File: src/rtl/qsn_pipe.sv
// qsn_pipe: two-stage valid/ready cyclic-shift network (QSN) for LDPC lifting.
// Optional QSN_PIPE_REVERSE_EN adds in_dir for backward rotation.
module qsn_pipe #(
    parameter  int Z_MAX = 8,
    parameter  int W     = 4,
    localparam int SW    = $clog2(Z_MAX),
    localparam int ZW    = SW + 1
) (
    input  logic                 clk,
    input  logic                 rst,
    input  logic                 in_valid,
    output logic                 in_ready,
    input  logic [Z_MAX*W-1:0]   in_data,
    input  logic [SW-1:0]        in_shift,
    input  logic [ZW-1:0]        in_z,
`ifdef QSN_PIPE_REVERSE_EN
    input  logic                 in_dir,
`endif
    output logic                 out_valid,
    input  logic                 out_ready,
    output logic [Z_MAX*W-1:0]   out_data,
    output logic                 out_err
);
    localparam int DW = Z_MAX * W;

    logic          s1_valid_q, s1_valid_d;
    logic [DW-1:0] s1_data_q, s1_data_d;
    logic [SW-1:0] s1_shift_q, s1_shift_d;
    logic [ZW-1:0] s1_z_q, s1_z_d;
    logic          s1_err_q, s1_err_d;
    logic          s1_dir_q, s1_dir_d;

    logic          s2_valid_q, s2_valid_d;
    logic [DW-1:0] s2_data_q, s2_data_d;
    logic          s2_err_q, s2_err_d;

    logic          s2_adv;
    logic          in_err;
    logic          dir_in;
    logic [ZW-1:0] eff_sh;
    logic [ZW-1:0] wrap_sh;
    logic [DW-1:0] rot_a, rot_b, rot_out;

`ifdef QSN_PIPE_REVERSE_EN
    assign dir_in = in_dir;
`else
    assign dir_in = 1'b0;
`endif

    assign s2_adv   = !s2_valid_q || out_ready;
    assign in_ready = !s1_valid_q || s2_adv;

    assign in_err = (in_z == '0) || (in_z > ZW'(Z_MAX))
                 || ({1'b0, in_shift} >= in_z);

    // Illegal beats pass through unrotated, clamped to the word width.
    always_comb begin
        s1_valid_d = s1_valid_q;
        s1_data_d  = s1_data_q;
        s1_shift_d = s1_shift_q;
        s1_z_d     = s1_z_q;
        s1_err_d   = s1_err_q;
        s1_dir_d   = s1_dir_q;
        if (in_ready) begin
            s1_valid_d = in_valid;
            if (in_valid) begin
                s1_data_d  = in_data;
                s1_err_d   = in_err;
                s1_z_d     = (in_z > ZW'(Z_MAX)) ? ZW'(Z_MAX) : in_z;
                s1_shift_d = in_err ? '0 : in_shift;
                s1_dir_d   = dir_in;
            end
        end
    end

    // Backward rotation by s equals forward rotation by z - s.
    always_comb begin
        eff_sh = {1'b0, s1_shift_q};
        if (s1_dir_q && (s1_shift_q != '0)) begin
            eff_sh = s1_z_q - {1'b0, s1_shift_q};
        end
        wrap_sh = s1_z_q - eff_sh;
    end

    always_comb begin
        rot_a = s1_data_q;
        rot_b = s1_data_q;
        for (int k = 0; k < ZW; k++) begin
            if (eff_sh[k]) rot_a = rot_a >> (W * (1 << k));
            if (wrap_sh[k]) rot_b = rot_b << (W * (1 << k));
        end
        rot_out = '0;
        for (int i = 0; i < Z_MAX; i++) begin
            if (i < int'(s1_z_q)) begin
                if (i + int'(eff_sh) < int'(s1_z_q)) begin
                    rot_out[i*W +: W] = rot_a[i*W +: W];
                end else begin
                    rot_out[i*W +: W] = rot_b[i*W +: W];
                end
            end
        end
    end

    always_comb begin
        s2_valid_d = s2_valid_q;
        s2_data_d  = s2_data_q;
        s2_err_d   = s2_err_q;
        if (s2_adv) begin
            s2_valid_d = s1_valid_q;
            if (s1_valid_q) begin
                s2_data_d = rot_out;
                s2_err_d  = s1_err_q;
            end
        end
    end

    always_ff @(posedge clk) begin
        if (rst) begin
            s1_valid_q <= 1'b0;
            s1_data_q  <= '0;
            s1_shift_q <= '0;
            s1_z_q     <= '0;
            s1_err_q   <= 1'b0;
            s1_dir_q   <= 1'b0;
            s2_valid_q <= 1'b0;
            s2_data_q  <= '0;
            s2_err_q   <= 1'b0;
        end else begin
            s1_valid_q <= s1_valid_d;
            s1_data_q  <= s1_data_d;
            s1_shift_q <= s1_shift_d;
            s1_z_q     <= s1_z_d;
            s1_err_q   <= s1_err_d;
            s1_dir_q   <= s1_dir_d;
            s2_valid_q <= s2_valid_d;
            s2_data_q  <= s2_data_d;
            s2_err_q   <= s2_err_d;
        end
    end

    assign out_valid = s2_valid_q;
    assign out_data  = s2_data_q;
    assign out_err   = s2_err_q;

endmodule

File: config.mk
export PLATFORM = sky130hd
export DESIGN_NAME = qsn_pipe
export DESIGN_NICKNAME = d
export VERILOG_FILES = /design/src/rtl/qsn_pipe.sv
export SDC_FILE = /design/constraint.sdc
export NUM_CORES = 1
export LEC_CHECK = 0
export ABC_AREA = 1
export BUFFER_PORTS_ARGS = -buffer_cell sky130_fd_sc_hd__clkbuf_2
export CORE_MARGIN = 2
export CORE_UTILIZATION = 41
export DETAILED_ROUTE_END_ITERATION = 7
export HOLD_SLACK_MARGIN = 0.03
export SLEW_MARGIN = 20
export SYNTH_ARGS = -nofsm -noshare
export SYNTH_HDL_FRONTEND = slang
export SYNTH_SLANG_ARGS = --single-unit
File: constraint.sdc
create_clock -name clk -period 2.9 [get_ports clk]
set_clock_uncertainty 0.15 [all_clocks]
set_input_delay 0.29 -clock clk [delete_from_list [all_inputs] [get_ports clk]]
set_output_delay 0.29 -clock clk [all_outputs]
set_load 0.02 [all_outputs]
# == Word-level counts from Yosys, hierarchy flattened ==
# Index checks and enable logic that the tools add are counted.
# totals
regBits,75
in_bits,43
output_inout_bits,35
elab_cells,68
# classes
n_addsub,8
order_cmp,18
mux,25
reduce_logical,9
# ops
op,n
$mux W32,7
$mux W4,17
$lt A4 B4 Y1,7
$add A3 B3 Y4 const A,4
$lt A3 B4 Y1 const A,4
$add A2 B3 Y4 const A,2
$lt A1 B4 Y1 const A,2
$lt A2 B4 Y1 const A,2
$add A1 B3 Y4 const A,1
$ge A3 B4 Y1,1
$gt A4 B4 Y1 const B,1
$logic_not A4 Y1,1
$logic_or A1 B1 Y1,4
$lt A3 B4 Y1,1
$reduce_and A2 Y1,2
$sub A4 B3 Y4,1
$mux W3,1
$logic_not A1 Y1,2

# == Logic depth before layout (Yosys ltp) ==
# Gate-level depths: netlist of run 1.
# logic_depth
word_depth,7
mapped_depth,16
depth_no_buf,13

# == Least setup slack after synthesis of run 1 ==
# Ideal clock, no wire load.
# synth_path
kind,reg-to-reg
startpoint,register s1_shift_q[0]
endpoint,"register s2_data_q[12], in the netlist out_data[12]"
setup_ns,0.070
arrival_ns,2.169
required_ns,2.680
setup_slack_ns,0.511
stages_incl_launch_ff,16
path_buffers,3
period_less_slack_ns,2.389
cell_sequence,dfxtp_1 > buf_2 > inv_2 > buf_6 > buf_6 > ha_1 > xor2_1 > inv_1 > ha_1 > nand2_1 > inv_1 > a21oi_1 > inv_1 > nand2_1 > nand3_1 > a21oi_1
# synth_via
elab_chain_len,7
elab_cells_between_ends,12
cone_classes,2 x add/sub; 1 x order compare; 9 x mux
# synth_rtl
element,line,source
"start, declared",28,"logic [SW-1:0] s1_shift_q, s1_shift_d;"
"start signal, assigned",131,s1_shift_q <= s1_shift_d;
$sub A4 B3 Y4,82,wrap_sh = s1_z_q - eff_sh;
$mux W32 (4 in series),90,if (wrap_sh[k]) rot_b = rot_b << (W * (1 << k));
$mux W4 (*),95,if (i + int'(eff_sh) < int'(s1_z_q)) begin
$mux W4 (*),94,if (i < int'(s1_z_q)) begin
"end signal, assigned",136,s2_data_q <= s2_data_d;
"end, declared",34,"logic [DW-1:0] s2_data_q, s2_data_d;"
# Every way passes the cells marked *; elsewhere a longest branch is shown, timed or not.
# A chain may end at the register's enable or synchronous reset.

# == Worst setup path in the final report of run 1 ==
# layout_path
startpoint,register s1_z_q[0]
endpoint,"register s2_data_q[31], in the netlist out_data[31]"
# layout_via
elab_chain_len,7
elab_cells_between_ends,9
cone_classes,1 x add/sub; 2 x order compare; 6 x mux
# layout_rtl
element,line,source
"start, declared",29,"logic [ZW-1:0] s1_z_q, s1_z_d;"
"start signal, assigned",132,s1_z_q <= s1_z_d;
$sub A4 B3 Y4,82,
$mux W32 (4 in series),90,
$mux W4,95,
$mux W4 (*),94,
# Marked as above.

==> impl_metrics.env, run 1 <==
export IMPL_cts_resized=0
export IMPL_syn_to_final_growth_pct=12.8
export IMPL_antennaDiodeCount=0
export IMPL_first_iter_violations=570
export IMPL_syn_avg_cell_area_um2=5.96
export IMPL_synth_edff_count=0
export IMPL_drc=0
export IMPL_die_area_mm2=0.0149
export IMPL_finalInstanceArea_mm2=0.00644
export IMPL_grt_ovfl_total=0
export IMPL_vias_per_cell=5.25
export IMPL_grt_pass1_wl_um=32000
export IMPL_start_util=0.416
export IMPL_place_gp_congestion=0.969
export IMPL_hpwl_um=15100
export IMPL_finalCritPeriodShare=0.914
export IMPL_port_buffers=77
export IMPL_core_area_mm2=0.0137
export IMPL_final_util=0.469
export IMPL_p_leak_uw=0.00311
export IMPL_p_per_area_mw_per_mm2=536
export IMPL_grt_pass1_vias=5952
export IMPL_synth_area_leaders="dfxtp_1 (26%), nand2_1 (21%), nand3_1 (17%)"
export IMPL_path_clk_slew_ps=60
export IMPL_synthesis_nets=1035
export IMPL_fp_dieH_um=122
export IMPL_wl_met2_um=9010
export IMPL_yosys_warnings=0
export IMPL_wl_per_cell_um=16.7
export IMPL_rsz0062_at_grt="no"
export IMPL_yosysTopAreaCell="dfxtp_1"
export IMPL_synthCells=958
export IMPL_fillers=1545
export IMPL_setup_tns_ps=0
export IMPL_drtPass1Iterations=5
export IMPL_antenna_found_initial=0
export IMPL_ir_drop_mv=0.360
export IMPL_final_antenna_net_count=0
export IMPL_cp_data_required_time_ps=2970
export IMPL_io_pins=78
export IMPL_numCtsBuffers=9
export IMPL_htree_levels=3
export IMPL_syn_area_mm2=0.00571
export IMPL_synth_most_common_cell="nand2_1"
export IMPL_grt_max_degree=48
export IMPL_vias=6248
export IMPL_crit_family="adder cells"
export IMPL_end_kind="register"
export IMPL_yosysTopAreaCellShare=0.263
export IMPL_placed_area_mm2=0.00610
export IMPL_fmax_mhz=377
export IMPL_layout_drive_gt1_share=0.117
export IMPL_status="complete, no violations"
export IMPL_yosysSeqAreaShare=0.263
export IMPL_place_ws_ps=275
export IMPL_worst_slew_pin_slew_ps=965
export IMPL_ys_async_sr_fraction=0
export IMPL_path_buf_inv=2
export IMPL_synth_distinct_cells=32
export IMPL_multi_input_area_mm2=0.00367
export IMPL_max_clock_path_buffers=2
export IMPL_cts_sinks=75
export IMPL_synth_main_ff_cell="dfxtp_1"
export IMPL_fin_crit_ps=2650
export IMPL_cap_violations=0
export IMPL_clock_root_buffer="clkbuf_16"
export IMPL_hp_class="in -> reg"
export IMPL_die_w_um=122
export IMPL_regArea_mm2=0.00150
export IMPL_crit_path_start_kind="register"
export IMPL_setup_viol=0
export IMPL_slew_violations=0
export IMPL_drt_met1_wl_um=8920
export IMPL_worstPathArrival_ps=2720
export IMPL_grt_usage=0.281
export IMPL_relSlewSlack=0.356
export IMPL_critPathMaxFanout=25
export IMPL_cp_cell_sequence="inv_1 -> ha_1 -> fa_1 -> inv_2 -> nand3_1 -> nand3_1 -> nand2_1 -> nand3_1 -> nand2_1 -> nand2_1 -> a21oi_1"
export IMPL_critPathMaxStageDelay_ps=490
export IMPL_synth_common_cells="nand2_1 (318), nand3_1 (196), nor2_1 (87)"
export IMPL_cp_slowest_cell="fa_1"
export IMPL_top_layer="met4"
export IMPL_wl_met3_um=1120
export IMPL_clk_latency_ps=350
export IMPL_timing_hold_ws_ps=31.2
export IMPL_path_class="reg -> reg"
export IMPL_synth_seq_cells=75
export IMPL_num_rows=43
export IMPL_hold_violations=0
export IMPL_cts_tree="done"
export IMPL_routed_wl_um=19900
export IMPL_fin_nets=1081
export IMPL_fin_ws_ps=250
## repair_timing
item                      in CTS  in global routing
hold buffers                   1                  0
setup buffers                  0                  0
hold endpoints to repair       1                  0
## tightest hold or removal path: stages
cell      delay [ps]
clkbuf_2          70
o21ai_0           70
nor2_1            70
## layout make-up
| cell class | instances | area share |
|---|---|---|
| tap | 180 | 0.0350 |
| sequential | 75 | 0.233 |
| clock inverter | 7 | 0.0154 |
| multi-input combinational | 771 | 0.571 |
| clock buffer | 9 | 0.0350 |
| timing repair buffer | 93 | 0.0789 |
| inverter | 54 | 0.0315 |
## registers in the layout, summed over array words and instances (netlist names)
signal and count:
s1_err_q 1, s1_valid_q 1, s1_data_q 32, s1_z_q 4
out_data 32, out_err 1, s1_shift_q 3, out_valid 1
## cells in the final DEF (no fill, tap or decap)
| master | Yosys | final |
|---|---|---|
| clkbuf_16 | 0 | 9 |
| xor2_1 | 2 | 2 |
| clkinv_4 | 0 | 1 |
| dlygate4sd3_1 | 0 | 1 |
| dfxtp_1 | 75 | 75 |
| buf_4 | 6 | 15 |
| nor2_1 | 87 | 87 |
| clkinv_1 | 1 | 1 |
| inv_6 | 0 | 2 |
| o211ai_1 | 3 | 3 |
| inv_2 | 4 | 4 |
| clkbuf_2 | 0 | 77 |
| o21bai_1 | 2 | 2 |
| nor2_2 | 1 | 1 |
| inv_1 | 49 | 49 |
| o21ai_1 | 4 | 4 |
| nand2_4 | 1 | 1 |
| nand4_1 | 1 | 1 |
| clkinvlp_4 | 0 | 1 |
| a211oi_1 | 1 | 1 |
| bufinv_16 | 0 | 2 |
| a21o_1 | 3 | 3 |
| nand2_2 | 1 | 1 |
| ha_1 | 33 | 33 |
| o21ai_0 | 42 | 42 |
| a22oi_1 | 1 | 1 |
| a21oi_2 | 1 | 1 |
| nor3_1 | 2 | 2 |
| nand2_1 | 318 | 318 |
| clkinv_2 | 0 | 1 |
| nand3b_1 | 1 | 1 |
| fa_1 | 1 | 1 |
| nand3_2 | 1 | 1 |
| or2_2 | 1 | 1 |
| a21oi_1 | 66 | 66 |
| a21boi_0 | 2 | 2 |
| nand3_1 | 196 | 196 |
## stage by stage
| stage | cells | power [µW] |
|---|---|---|
| 2_1_floorplan | 958 | 1900 |
| 3_3_place_gp | 1172 | 2200 |
| 3_5_place_dp | 1172 | 2200 |
| 4_1_cts | 1189 | 3450 |
| 5_1_grt | 1189 | 3650 |
| 6_report | 1189 | 3450 |
## routing by layer
metal  GRT usage  vias to the layer above
li1            -                     3233
met1       0.371                     2804
met2       0.447                      168
met3      0.0454                       43
met4       0.131                        0
met5           0                        -
## power breakdown
| group | leakage, µW | internal (µW) | switching [µW] | total, µW |
|---|---|---|---|---|
| clock | 0.000156 | 760 | 499 | 1260 |
| sequential | 0.000615 | 1080 | 70.6 | 1160 |
| combinational | 0.00234 | 326 | 707 | 1030 |
## logic make-up after synthesis
group | count (synthesis) | synth area share
and+or+nand+nor | 610 | 0.449
AOI/OAI and AO/OA | 125 | 0.116
buffers and inverters | 112 | 0.0932
DFF | 75 | 0.263
adders and majority gates | 34 | 0.0758
xor gates and xnor gates | 2 | 0.00307
## worst paths after layout
path                       startpoint                         to  slack [ps]  cells after the start
min reg2reg  out_data[0]$_SDFFE_PP0P_   out_data[0]$_SDFFE_PP0P_         320                      2
min                        in_data[7]  s1_data_q[7]$_SDFFE_PP0P_          30                      3
max reg2reg    s1_z_q[0]$_SDFFE_PP0P_  out_data[31]$_SDFFE_PP0P_         250                     11
max            s1_z_q[0]$_SDFFE_PP0P_  out_data[31]$_SDFFE_PP0P_         250                     11
Power figures use the tool's default switching activity.
==> run 2, diff against run 1 <==
Settings changed: CORE_MARGIN 2 to 1.
==> run 2 against run 1 <==
Against the previous run:
- global-route usage grew 0.86 points
- highest routed layer unchanged
- non-clock buffer count unchanged
- combinational power hardly changed
- maximum frequency is 0.59% higher
- worst setup slack improved by 15 ps
- clock power up 8%
- critical path type unchanged
- wire length down 0.13%
==> impl_metrics.env, run 2 (synthesis results as in run 1) <==
export IMPL_hpwl_um=15000
export IMPL_status="complete, no violations"
export IMPL_fmax_mhz=380
export IMPL_io_pins=78
export IMPL_final_antenna_net_count=0
export IMPL_dp_cells=1169
export IMPL_critPathMaxStageDelay_ps=470
export IMPL_place_gp_congestion=0.951
export IMPL_first_iter_violations=616
export IMPL_cp_data_required_time_ps=2970
export IMPL_grt_pass1_vias=5953
export IMPL_start_util=0.426
export IMPL_critPathMaxFanout=25
export IMPL_cts_tree="done"
export IMPL_routed_wl_um=19800
export IMPL_fillers=1486
export IMPL_grt_ovfl_total=0
export IMPL_final_cell_mix="nand2_1 (318), nand3_1 (196), nor2_1 (87), clkbuf_2 (77), dfxtp_1 (75)"
export IMPL_vias_per_cell=5.39
export IMPL_path_clk_slew_ps=60
export IMPL_setup_viol=0
export IMPL_cts_resized=0
export IMPL_p_per_area_mw_per_mm2=551
export IMPL_port_buffers=77
export IMPL_relSlewSlack=0.351
export IMPL_grt_max_degree=48
export IMPL_wl_per_cell_um=16.7
export IMPL_finalNonFillerCells=1185
export IMPL_cp_cell_sequence="inv_1 -> ha_1 -> fa_1 -> inv_2 -> nand3_1 -> o21ai_0 -> nand2_1 -> nand3_1 -> nand2_1 -> nand2_1 -> a21oi_1"
export IMPL_placed_area_mm2=0.00610
export IMPL_cts_sinks=75
export IMPL_max_clock_path_buffers=2
export IMPL_cp_slowest_cell="fa_1"
export IMPL_finalCritPeriodShare=0.908
export IMPL_grt_usage=0.289
export IMPL_syn_to_final_growth_pct=13.1
export IMPL_cts_setup_buffers=0
export IMPL_path_class="reg -> reg"
export IMPL_layout_commonest_cell="nand2_1"
export IMPL_clk_latency_ps=360
export IMPL_slew_violations=0
export IMPL_crit_top_cell="nand2_1"
export IMPL_ir_drop_mv=0.389
export IMPL_hold_violations=0
export IMPL_end_kind="register"
export IMPL_die_w_um=120
export IMPL_fin_crit_ps=2630
export IMPL_p_leak_uw=0.00313
export IMPL_drc=0
export IMPL_clock_root_buffer="clkbuf_16"
export IMPL_rsz0062_at_grt="no"
export IMPL_crit_path_start_kind="register"
export IMPL_antenna_found_initial=0
export IMPL_htree_levels=3
export IMPL_drtPass1Iterations=5
export IMPL_worstPathArrival_ps=2700
export IMPL_cap_violations=0
export IMPL_numCtsBuffers=9
export IMPL_grt_pass1_wl_um=31800
export IMPL_layout_drive_gt1_share=0.117
export IMPL_fin_nets=1081
export IMPL_die_area_mm2=0.0144
export IMPL_finalInstanceArea_mm2=0.00645
export IMPL_worst_slew_pin_slew_ps=973
export IMPL_hp_class="in -> reg"
export IMPL_r2r_slack_ps=270
export IMPL_postCtsHoldBufs=0
export IMPL_setup_tns_ps=0
export IMPL_vias=6383
export IMPL_antennaDiodeCount=0
export IMPL_core_area_mm2=0.0134
export IMPL_fp_dieH_um=120
export IMPL_num_rows=42
## run 2: layer usage
layer  up-vias  global-route usage  routed length (µm)
li1       3233                   -                   -
met1      2859               0.368                8630
met2       234               0.447                8830
met3        57              0.0594                1320
met4         0               0.176                1050
met5         -                   0                   0
## run 2: worst paths after layout
kind / end / startpoint / depth (start not counted)
worst max-delay path: out_data[23]$_SDFFE_PP0P_ / s1_z_q[0]$_SDFFE_PP0P_ / 11
worst min register to register: out_data[27]$_SDFFE_PP0P_ / out_data[27]$_SDFFE_PP0P_ / 2
worst max register to register: out_data[23]$_SDFFE_PP0P_ / s1_z_q[0]$_SDFFE_PP0P_ / 11
worst min-delay path: s1_data_q[15]$_SDFFE_PP0P_ / in_data[15] / 3
## run 2: power by group
group	switching, µW	total (µW)	internal [µW]
logic	715	1040	324
registers	68.7	1150	1080
clock network	493	1360	871
total	1280	3560	2280
## run 2: final cells by class
cell class | count | area [µm²] | share of cell area
Multi-Input combinational cell | 771 | 3670 | 0.569
Sequential cell | 75 | 1500 | 0.233
Clock inverter | 5 | 108 | 0.0167
Inverter | 54 | 203 | 0.0314
Tap cell | 176 | 220 | 0.0341
Timing Repair Buffer | 93 | 505 | 0.0783
Clock buffer | 11 | 243 | 0.0376
## run 2: worst max-delay path: cells and delay by family (launching register included)
kind / cells / cell delay [ps]
adder cells (fa/ha/maj): 2 / 690
AND/OR/NAND/NOR: 5 / 540
flip-flops: 1 / 450
buffers and inverters: 2 / 440
AO/OA/AOI/OAI: 2 / 240
## run 2: per-stage QoR
step / total power (µW) / util / worst slack [ps] / hold WS, ps
2_1_floorplan: 1900 / - / 511 / 283
3_3_place_gp: 2200 / 0.456 / 319 / 306
3_5_place_dp: 2190 / 0.456 / 334 / 308
4_1_cts: 3550 / 0.482 / 315 / 31.5
5_1_grt: 3740 / 0.482 / 74.0 / 44.4
6_report: 3560 / 0.482 / 266 / 36.4
==> run 3, diff against run 2 <==
--- a/config.mk
+++ b/config.mk
@@ -13,2 +13,3 @@
 export HOLD_SLACK_MARGIN = 0.03
+export MAX_ROUTING_LAYER = met4
 export SLEW_MARGIN = 20
--- a/constraint.sdc
+++ b/constraint.sdc
@@ -4,2 +4,2 @@
 set_output_delay 0.29 -clock clk [all_outputs]
-set_load 0.02 [all_outputs]
+set_load 0.01 [all_outputs]
==> run 3 against run 2 <==
Against the previous run:
- final area decreased by 0.29%
- sequential power is essentially flat
- non-clock buffer count increased by 1
- flip-flop and latch count unchanged
- via count increased by 0.30%
- die area did not move
- clock power is 15% lower
- worst setup slack better by 14 ps
- global-route usage rose by 0.49 points
- largest power group is now registers
- highest routed layer unchanged
==> impl_metrics.env, run 3 (synthesis results as in run 1) <==
export IMPL_fin_nets=1082
export IMPL_p_per_area_mw_per_mm2=519
export IMPL_final_cell_mix="nand2_1 (318), nand3_1 (196), nor2_1 (87), clkbuf_2 (77), dfxtp_1 (75)"
export IMPL_finalInstanceArea_mm2=0.00644
export IMPL_path_clk_slew_ps=60
export IMPL_layout_commonest_cell="nand2_1"
export IMPL_numCtsBuffers=9
export IMPL_cp_cell_sequence="inv_1 -> ha_1 -> fa_1 -> inv_2 -> nand3_1 -> nand3_1 -> nand2_1 -> nand3_1 -> nand2_1 -> nand2_1 -> a21oi_1"
export IMPL_hpwl_um=14900
export IMPL_start_util=0.426
export IMPL_fmax_mhz=382
export IMPL_power_frac_comb=0.310
export IMPL_setup_viol=0
export IMPL_ir_drop_mv=0.303
export IMPL_drtPass1Iterations=5
export IMPL_die_area_mm2=0.0144
export IMPL_fin_crit_ps=2620
export IMPL_grt_pass1_vias=5889
export IMPL_num_rows=42
export IMPL_setup_tns_ps=0
export IMPL_vias=6402
export IMPL_placed_area_mm2=0.00612
export IMPL_critPathMaxFanout=25
export IMPL_crit_path_start_kind="register"
export IMPL_place_ws_ps=246
export IMPL_max_clock_path_buffers=2
export IMPL_core_area_mm2=0.0134
export IMPL_cts_sinks=75
export IMPL_clock_root_buffer="clkbuf_16"
export IMPL_rsz0062_at_grt="no"
export IMPL_cts_tree="done"
export IMPL_hold_path_depth=3
export IMPL_slew_violations=0
export IMPL_grt_pass1_wl_um=31600
export IMPL_reg2reg_depth=11
export IMPL_end_kind="register"
export IMPL_final_util=0.480
export IMPL_final_antenna_net_count=0
export IMPL_clk_latency_ps=350
export IMPL_cap_violations=0
export IMPL_p_int_uw=2110
export IMPL_drc=0
export IMPL_fp_dieH_um=120
export IMPL_relSlewSlack=0.379
export IMPL_worst_slew_pin_slew_ps=930
export IMPL_wl_per_cell_um=16.6
export IMPL_p_sw_uw=1240
export IMPL_critPathMaxStageDelay_ps=480
export IMPL_grt_ovfl_total=0
export IMPL_pwr_share_seq=0.345
export IMPL_worstPathArrival_ps=2690
export IMPL_first_iter_violations=517
export IMPL_hold_violations=0
export IMPL_fin_ws_ps=280
export IMPL_cp_data_required_time_ps=2970
export IMPL_io_pins=78
export IMPL_p_leak_uw=0.00311
export IMPL_clkPwrFrac=0.345
export IMPL_place_gp_congestion=0.982
export IMPL_layout_drive_gt1_share=0.121
export IMPL_grt_usage=0.294
export IMPL_grt_max_degree=48
export IMPL_antenna_found_initial=0
export IMPL_syn_to_final_growth_pct=12.8
export IMPL_htree_levels=3
export IMPL_status="complete, no violations"
export IMPL_path_class="reg -> reg"
export IMPL_die_w_um=120
export IMPL_finalCritPeriodShare=0.903
export IMPL_antennaDiodeCount=0
export IMPL_sw_frac_of_total=0.370
export IMPL_cp_slowest_cell="fa_1"
export IMPL_routed_wl_um=19700
export IMPL_vias_per_cell=5.40
export IMPL_hp_class="in -> reg"
export IMPL_port_buffers=77
run 3: cell type report:
cell class	count	area, µm²
Timing Repair Buffer	94	526
Multi-Input combinational cell	771	3680
Clock inverter	6	65.1
Tap cell	176	220
Clock buffer	10	239
Sequential cell	75	1500
Fill cell	1534	6960
Inverter	54	203
run 3: path summary, 6_finish.rpt:
kind	start	endpoint	slack, ps
worst max register to register	s1_z_q[0]$_SDFFE_PP0P_	out_data[30]$_SDFFE_PP0P_	280
worst min register to register	out_data[1]$_SDFFE_PP0P_	out_data[1]$_SDFFE_PP0P_	310
worst min-delay path	in_data[17]	s1_data_q[17]$_SDFFE_PP0P_	30
worst max-delay path	s1_z_q[0]$_SDFFE_PP0P_	out_data[30]$_SDFFE_PP0P_	280
run 3: power groups by stage:
| stage | Clock [µW] | Sequential, µW | Combinational [µW] |
|---|---|---|---|
| global route | 1230 | 1160 | 1160 |
| detailed placement | 0 | 1170 | 1010 |
| floorplan | 0 | 1160 | 736 |
| global placement | 0 | 1180 | 1020 |
| finish | 1150 | 1150 | 1040 |
| CTS | 1180 | 1150 | 1020 |
run 3: critical path, delay by kind of cell (launching register included):
kind                       cells  cell delay, ps
adders and majority gates      2             700
buffers and inverters          2             450
AOI/OAI and AO/OA              1              70
DFF                            1             460
and+or+nand+nor                6             640
run 3: routing by layer:
layer	part of all wire	GRT usage	vias up
li1	-	-	3231
met3	0.060	0.0442	38
met4	0.038	0.131	0
met2	0.45	0.453	222
met1	0.45	0.380	2911
met5	0	-	-
run 3: what timing repair did:
action,in CTS,in global routing
endpoints found under the hold margin,0,0
endpoints found under the setup margin,0,6
resized for setup,0,2
setup buffers,0,0
hold buffers,0,0
run 3: through the flow:
stage / instances / power [µW] / hold WS, ps
2_1_floorplan: 958 / 1890 / 283
3_3_place_gp: 1170 / 2190 / 305
3_5_place_dp: 1170 / 2190 / 307
4_1_cts: 1186 / 3350 / 32.0
5_1_grt: 1186 / 3550 / 49.3
6_report: 1186 / 3340 / 32.8
